**config.mk**
```make
export PLATFORM = sky130hd
export DESIGN_NAME = spi_cmd_decoder
export DESIGN_NICKNAME = d
export VERILOG_FILES = /design/src/rtl/spi_blinky_pkg.sv /design/src/rtl/blink_timer.sv /design/src/rtl/spi_cmd_decoder.sv
export SDC_FILE = /design/constraint.sdc
export NUM_CORES = 1
export LEC_CHECK = 0
export ABC_AREA = 1
export CORE_UTILIZATION = 60
export CTS_BUF_LIST = sky130_fd_sc_hd__clkbuf_8
export DETAILED_ROUTE_END_ITERATION = 12
export GPL_TIMING_DRIVEN = 0
export PLACE_DENSITY = 0.79
export SLEW_MARGIN = 5
export SYNTH_ARGS = -nofsm -noshare
export SYNTH_HDL_FRONTEND = slang
export SYNTH_SLANG_ARGS = --single-unit
```
**constraint.sdc**
```tcl
create_clock -name i_clk -period 1.85 [get_ports i_clk]
set_input_delay 0.185 -clock i_clk [delete_from_list [all_inputs] [get_ports i_clk]]
set_output_delay 0.185 -clock i_clk [all_outputs]
set_load 0.03 [all_outputs]
```
**src/rtl/spi_blinky_pkg.sv**
```systemverilog
// Shared types and constants for the SPI command decoder and its blink timer.
package spi_blinky_pkg;

    typedef enum logic [1:0] {
        ST_IDLE     = 2'd0,
        ST_WR_DATA  = 2'd1,
        ST_RD_DUMMY = 2'd2,
        ST_ERR      = 2'd3
    } state_t;

    localparam logic [2:0] ADDR_LED_CTRL   = 3'd0;
    localparam logic [2:0] ADDR_BLINK_MASK = 3'd1;
    localparam logic [2:0] ADDR_BLINK_DIV  = 3'd2;
    localparam logic [2:0] ADDR_STATUS     = 3'd3;
    localparam logic [2:0] ADDR_ID         = 3'd4;

    localparam logic [7:0] ID_DEFAULT = 8'hA5;

    // A command is legal when its reserved bits are clear, it targets a mapped
    // address, and it does not try to write the read-only ID register.
    function automatic logic cmd_is_valid(input logic [7:0] cmd);
        logic [2:0] addr;
        addr = cmd[2:0];
        return (cmd[6:3] == 4'h0) && (addr <= ADDR_ID) &&
               !(cmd[7] && (addr == ADDR_ID));
    endfunction

endpackage

```
**src/rtl/blink_timer.sv**
```systemverilog
// Free-running prescaler feeding a tick counter that toggles the blink phase
// every BLINK_DIV ticks. A divider of zero parks the phase low.
module blink_timer #(
    parameter int unsigned PRESCALE_W = 16
) (
    input  logic       i_clk,
    input  logic       i_sys_rst,
    input  logic [7:0] i_div,
    input  logic       i_div_wr,
    output logic       o_phase
);

    logic [PRESCALE_W-1:0] pre_q, pre_d;
    logic [7:0]            cnt_q, cnt_d;
    logic                  phase_q, phase_d;
    logic                  tick;

    // Next-state: prescaler always runs; counter/phase restart on divider writes.
    always_comb begin
        pre_d   = pre_q + 1'b1;
        tick    = &pre_q;
        cnt_d   = cnt_q;
        phase_d = phase_q;
        if ((i_div == 8'd0) || i_div_wr) begin
            cnt_d   = 8'd0;
            phase_d = 1'b0;
        end else if (tick) begin
            if (cnt_q == (i_div - 8'd1)) begin
                cnt_d   = 8'd0;
                phase_d = ~phase_q;
            end else begin
                cnt_d = cnt_q + 8'd1;
            end
        end
    end

    // Timer registers with synchronous active-low reset.
    always_ff @(posedge i_clk) begin
        if (!i_sys_rst) begin
            pre_q   <= '0;
            cnt_q   <= 8'd0;
            phase_q <= 1'b0;
        end else begin
            pre_q   <= pre_d;
            cnt_q   <= cnt_d;
            phase_q <= phase_d;
        end
    end

    assign o_phase = phase_q;

endmodule

```
**src/rtl/spi_cmd_decoder.sv**
```systemverilog
// Byte-level command decoder sitting behind an SPI slave: parses read/write
// frames into a small register file and drives a blinking LED output.
//
// state       | meaning
// ------------+-----------------------------------------------------------
// ST_IDLE     | next byte is a command
// ST_WR_DATA  | next byte is write data for the latched address
// ST_RD_DUMMY | read response issued; next byte is a dummy and is dropped
// ST_ERR      | bad command seen; drop bytes until chip select rises
module spi_cmd_decoder
    import spi_blinky_pkg::*;
#(
    parameter int unsigned PRESCALE_W = 16,
    parameter logic [7:0]  ID_VALUE   = ID_DEFAULT
) (
    input  logic       i_clk,
    input  logic       i_sys_rst,
    input  logic [7:0] i_rx_byte,
    input  logic       i_rx_rdy,
    input  logic       i_cs,
    output logic [7:0] o_tx_byte,
    output logic       o_tx_rdy,
    output logic [4:0] o_led,
    output logic       o_err
);

    state_t     state_q, state_d;
    logic [2:0] addr_q, addr_d;
    logic [4:0] led_ctrl_q, led_ctrl_d;
    logic [4:0] blink_mask_q, blink_mask_d;
    logic [7:0] blink_div_q, blink_div_d;
    logic [3:0] err_cnt_q, err_cnt_d;
    logic [7:0] tx_byte_q, tx_byte_d;
    logic       tx_rdy_q, tx_rdy_d;
    logic [4:0] led_q, led_d;
    logic       cs_meta_q, cs_sync_q, cs_prev_q;
    logic       frame_end;
    logic       div_wr;
    logic       phase;
    logic [7:0] rd_val;
    logic [7:0] status_val;

    assign frame_end  = cs_sync_q & ~cs_prev_q;
    assign status_val = {err_cnt_q, 4'h0};

    // Register read mux, addressed directly by the incoming command byte.
    always_comb begin
        rd_val = 8'h00;
        case (i_rx_byte[2:0])
            ADDR_LED_CTRL:   rd_val = {3'b000, led_ctrl_q};
            ADDR_BLINK_MASK: rd_val = {3'b000, blink_mask_q};
            ADDR_BLINK_DIV:  rd_val = blink_div_q;
            ADDR_STATUS:     rd_val = status_val;
            ADDR_ID:         rd_val = ID_VALUE;
            default:         rd_val = 8'h00;
        endcase
    end

    // Frame FSM, register writes and read-response generation.
    always_comb begin
        state_d      = state_q;
        addr_d       = addr_q;
        led_ctrl_d   = led_ctrl_q;
        blink_mask_d = blink_mask_q;
        blink_div_d  = blink_div_q;
        err_cnt_d    = err_cnt_q;
        div_wr       = 1'b0;
        tx_byte_d    = status_val;
        tx_rdy_d     = 1'b0;
        if (frame_end) begin
            // End of frame beats a coincident byte: it is simply dropped.
            state_d = ST_IDLE;
        end else if (i_rx_rdy) begin
            case (state_q)
                ST_IDLE: begin
                    if (!cmd_is_valid(i_rx_byte)) begin
                        state_d = ST_ERR;
                        if (err_cnt_q != 4'hF) begin
                            err_cnt_d = err_cnt_q + 4'd1;
                        end
                    end else if (i_rx_byte[7]) begin
                        state_d = ST_WR_DATA;
                        addr_d  = i_rx_byte[2:0];
                    end else begin
                        state_d   = ST_RD_DUMMY;
                        tx_byte_d = rd_val;
                        tx_rdy_d  = 1'b1;
                    end
                end
                ST_WR_DATA: begin
                    state_d = ST_IDLE;
                    case (addr_q)
                        ADDR_LED_CTRL:   led_ctrl_d   = i_rx_byte[4:0];
                        ADDR_BLINK_MASK: blink_mask_d = i_rx_byte[4:0];
                        ADDR_BLINK_DIV: begin
                            blink_div_d = i_rx_byte;
                            div_wr      = 1'b1;
                        end
                        ADDR_STATUS:     err_cnt_d    = 4'h0;
                        default:         ;
                    endcase
                end
                ST_RD_DUMMY: state_d = ST_IDLE;
                ST_ERR:      state_d = ST_ERR;
                default:     state_d = ST_IDLE;
            endcase
        end
        led_d = led_ctrl_q ^ (blink_mask_q & {5{phase}});
    end

    // All decoder flops, including the three-stage chip-select synchroniser/edge detector.
    always_ff @(posedge i_clk) begin
        if (!i_sys_rst) begin
            state_q      <= ST_IDLE;
            addr_q       <= 3'd0;
            led_ctrl_q   <= 5'd0;
            blink_mask_q <= 5'd0;
            blink_div_q  <= 8'd0;
            err_cnt_q    <= 4'd0;
            tx_byte_q    <= 8'h00;
            tx_rdy_q     <= 1'b0;
            led_q        <= 5'd0;
            cs_meta_q    <= 1'b1;
            cs_sync_q    <= 1'b1;
            cs_prev_q    <= 1'b1;
        end else begin
            state_q      <= state_d;
            addr_q       <= addr_d;
            led_ctrl_q   <= led_ctrl_d;
            blink_mask_q <= blink_mask_d;
            blink_div_q  <= blink_div_d;
            err_cnt_q    <= err_cnt_d;
            tx_byte_q    <= tx_byte_d;
            tx_rdy_q     <= tx_rdy_d;
            led_q        <= led_d;
            cs_meta_q    <= i_cs;
            cs_sync_q    <= cs_meta_q;
            cs_prev_q    <= cs_sync_q;
        end
    end

    blink_timer #(
        .PRESCALE_W (PRESCALE_W)
    ) u_blink_timer (
        .i_clk     (i_clk),
        .i_sys_rst (i_sys_rst),
        .i_div     (blink_div_q),
        .i_div_wr  (div_wr),
        .o_phase   (phase)
    );

    assign o_tx_byte = tx_byte_q;
    assign o_tx_rdy  = tx_rdy_q;
    assign o_led     = led_q;
    assign o_err     = (state_q == ST_ERR);

endmodule

```
==> metrics.yaml <==
finish:
  seqCellArea_sq_mm: 0.001385
  multi_input_area_sq_mm: 0.001863
  syn_to_final_growth_pct: 17.58
  drive_above_1_share_pct: 9.507
  final_nets: 580
  diodes: 0
  fillCellCount: 455
sta:
  slew_headroom_pct: 65.36
  fmax_mhz: 585.5
  clock_skew_ns: 0.01079
  post-route-period-util_pct: 92.32
  slew_viol_final: 0
  finalHoldViolCount: 0
  worst_pin_slew_ns: 0.5195
  whs_ns: 0.1996
  fin_crit_ns: 1.708
  finalWorstSetupSlack_ns: 0.1421
  setup_violations: 0
global_routing:
  grt_pass1_vias: 3185
  antenna_found_initial: 0
  grtUsageTotal_pct: 29.85
  grt_pass1_wl_um: 14360
  grt_overflow: 0
  grt_max_degree: 13
clock_network:
  numCtsBuffers: 9
  cts_setup_buffers: 0
  root_buffer: "clkbuf_8"
  clk_latency_ns: 0.35
  clock_sinks: 69
  htree_levels: 3
  cts_buffer_depth: 2
  path_clk_slew_ns: 0.07
  hold_buffers: 0
  cts_tree: "built"
pwr:
  ir_drop_mv: 0.8807
  p_leak_uw: 0.001686
  powerDensity_mw_per_mm2: 762.0
die:
  rows: 27
  die_w_um: 78.71
  core_sq_mm: 0.005574
  die_y_um: 78.71
  initial_utilization_pct: 63.34
  die-area_sq_mm: 0.006195
  io_pins: 27
min_path:
  min_path_type: "in2reg"
route:
  first_iter_violations: 221
  ant_nets: 0
  drc: 0
  viasPerCell: 5.438
  wire_per_inst_um: 13.08
  num_vias: 3480
  wl_um: 8374
  drtPass1Iterations: 5
setup_path:
  critical_path_required_ns: 2.09
  end_kind: "flip-flop"
  start_kind: "flip-flop"
  path_max_fanout: 6
  reg2reg_to: "u_blink_timer.cnt_q[1]"
  cp-endpoint: "u_blink_timer.cnt_q[1]"
  crit_start: "blink_div_q[0]"
  crit_type: "reg2reg"
  r2r_slack_ns: 0.14
  worstReg2RegStart: "blink_div_q[0]"
  worstPathArrival_ns: 1.95
  r2r_cells: 11
logic_synthesis:
  avgSynthCellArea_sq_um: 6.700
  synth_cell_types: 36
  yosys_warnings: 0
  syn-instance-count: 527
  ys_seq_area_share_pct: 39.12
  syn-cell-area_sq_mm: 0.003531
  ys_ff_latch: 69
  syn-num-nets: 544
placed_design:
  dp_slack_ns: -0.1783
  io_buffers: 25
  dp_hpwl_um: 6297
  gp_congestion: 0.9440
outcome:
  status: "completed"
job:
  cap_violations: 0
[final cells by class]
type / instances / share of cell area (%)
multi-input cells: 369 / 44.88
flip-flops and latches: 69 / 33.36
inverters: 81 / 7.324
repair buffers: 25 / 5.998
clock buffers: 10 / 3.315
well taps: 72 / 2.170
clock inverters: 6 / 2.080
plain buffers: 8 / 0.8740
[power by group]
part | total [uW] | internal, uW | switching (uW)
Sequential | 1540 | 1520 | 23.2
Clock | 1380 | 793 | 583
Combinational | 248 | 90.4 | 158
[worst min path at each step]
stage | slack, ns | cells past startpoint | from | to
4_1_cts | 0.19 | 3 | i_sys_rst | u_blink_timer.pre_q[10]
2_1_floorplan | 0.29 | 1 | i_cs | cs_meta_q
6_report | 0.20 | 3 | i_sys_rst | u_blink_timer.pre_q[10]
3_5_place_dp | 0.40 | 1 | cs_meta_q | cs_sync_q
5_1_grt | 0.23 | 3 | i_sys_rst | addr_q[1]
3_3_place_gp | 0.40 | 1 | cs_meta_q | cs_sync_q
[what timing repair did]
action	CTS	global route
pin swaps	0	2
gates resized for setup	5	12
endpoints found under the hold margin	0	0
endpoints found under the setup margin	10	10
[synth_stat cells (all sizes together)]
cell type | instances | area (sq um)
nor3 | 13 | 70.07
a21oi | 43 | 215.2
xor2 | 2 | 17.52
nor2 | 87 | 384.1
nand2 | 112 | 422.9
or2 | 2 | 12.51
clkbuf | 5 | 18.77
o31ai | 2 | 15.01
buf | 3 | 17.52
mux2i | 1 | 10.01
o21ai | 46 | 237.7
inv | 81 | 304.0
ha | 5 | 62.56
o211ai | 1 | 7.510
o21a | 2 | 15.01
a221oi | 2 | 17.52
a211oi | 2 | 15.01
o22ai | 5 | 31.28
nand4 | 11 | 75.07
nand3 | 29 | 167.7
and3 | 1 | 6.260
o21bai | 1 | 11.26
xnor2 | 1 | 8.760
dfxtp | 69 | 1381
a31oi | 1 | 6.260
[flip-flops by register name, summed over array words and instances, names as in the netlist, 2 cells and up]
name / flops
blink_div_q: 8
o_led: 5
led_ctrl_q: 5
addr_q: 3
state_q: 2
u_blink_timer.cnt_q: 8
blink_mask_q: 5
u_blink_timer.pre_q: 16
err_cnt_q: 4
o_tx_byte: 8
[layout by cell type, fill, tap and decap left out, drive strengths merged]
cell	n
or2	2
nand3	29
nor2	87
o21ai	46
o21a	2
xnor2	1
buf	3
nand4	11
clkdlybuf4s50	24
o211ai	1
dlygate4sd2	1
dfxtp	69
o22ai	5
mux2i	1
clkbuf	15
clkinvlp	1
a31oi	1
and3	1
clkinv	3
o21bai	1
bufinv	2
a21oi	43
a211oi	2
inv	81
a221oi	2
ha	5
o31ai	2
nand2	112
nor3	13
xor2	2
[through the flow]
| step | total power (uW) | instances | TNS (ns) | area (sq um) | util (%) |
|---|---|---|---|---|---|
| floorplan | 1732 | 527 | 0 | 3531 | - |
| global placement | 1817 | 624 | -1.474 | 3871 | 69.45 |
| detailed placement | 1821 | 624 | -1.665 | 3871 | 69.45 |
| CTS | 3177 | 640 | 0 | 4100 | 73.56 |
| global route | 3274 | 640 | -0.02837 | 4151 | 74.48 |
| finish | 3163 | 640 | 0 | 4151 | 74.48 |
[critical path, cell delays in order (launching register included)]
cell and delay (ns):
dfxtp_4 0.37, inv_2 0.08, ha_4 0.28, inv_1 0.04
nand2_1 0.05, nand2_1 0.09, nor2_4 0.12, nand3_2 0.11
nor2_4 0.14, nand4_1 0.12, nand2_2 0.14, nor2_1 0.07
[routing by layer]
layer  share of wire [%]  GRT usage (%)  vias to the layer above
met5                   0              0                        -
met4                 1.7          11.48                        0
met3                 4.6          6.897                       14
met2                  49          50.52                       93
met1                  44          36.63                     1581
li1                    -              -                     1792
[kinds of logic (layout without fill, tap and decap cells)]
logic type | Yosys count | count (layout) | share of synthesized area (%)
AOI/OAI and AO/OA | 105 | 105 | 16.19
xor gates and xnor gates | 3 | 3 | 0.7443
adders and majority gates | 5 | 5 | 1.772
buffers and inverters | 89 | 130 | 9.639
DFF | 69 | 69 | 39.12
muxes | 1 | 1 | 0.2835
and+or+nand+nor | 255 | 255 | 32.25
No activity file was read; power rests on OpenSTA's default activity.
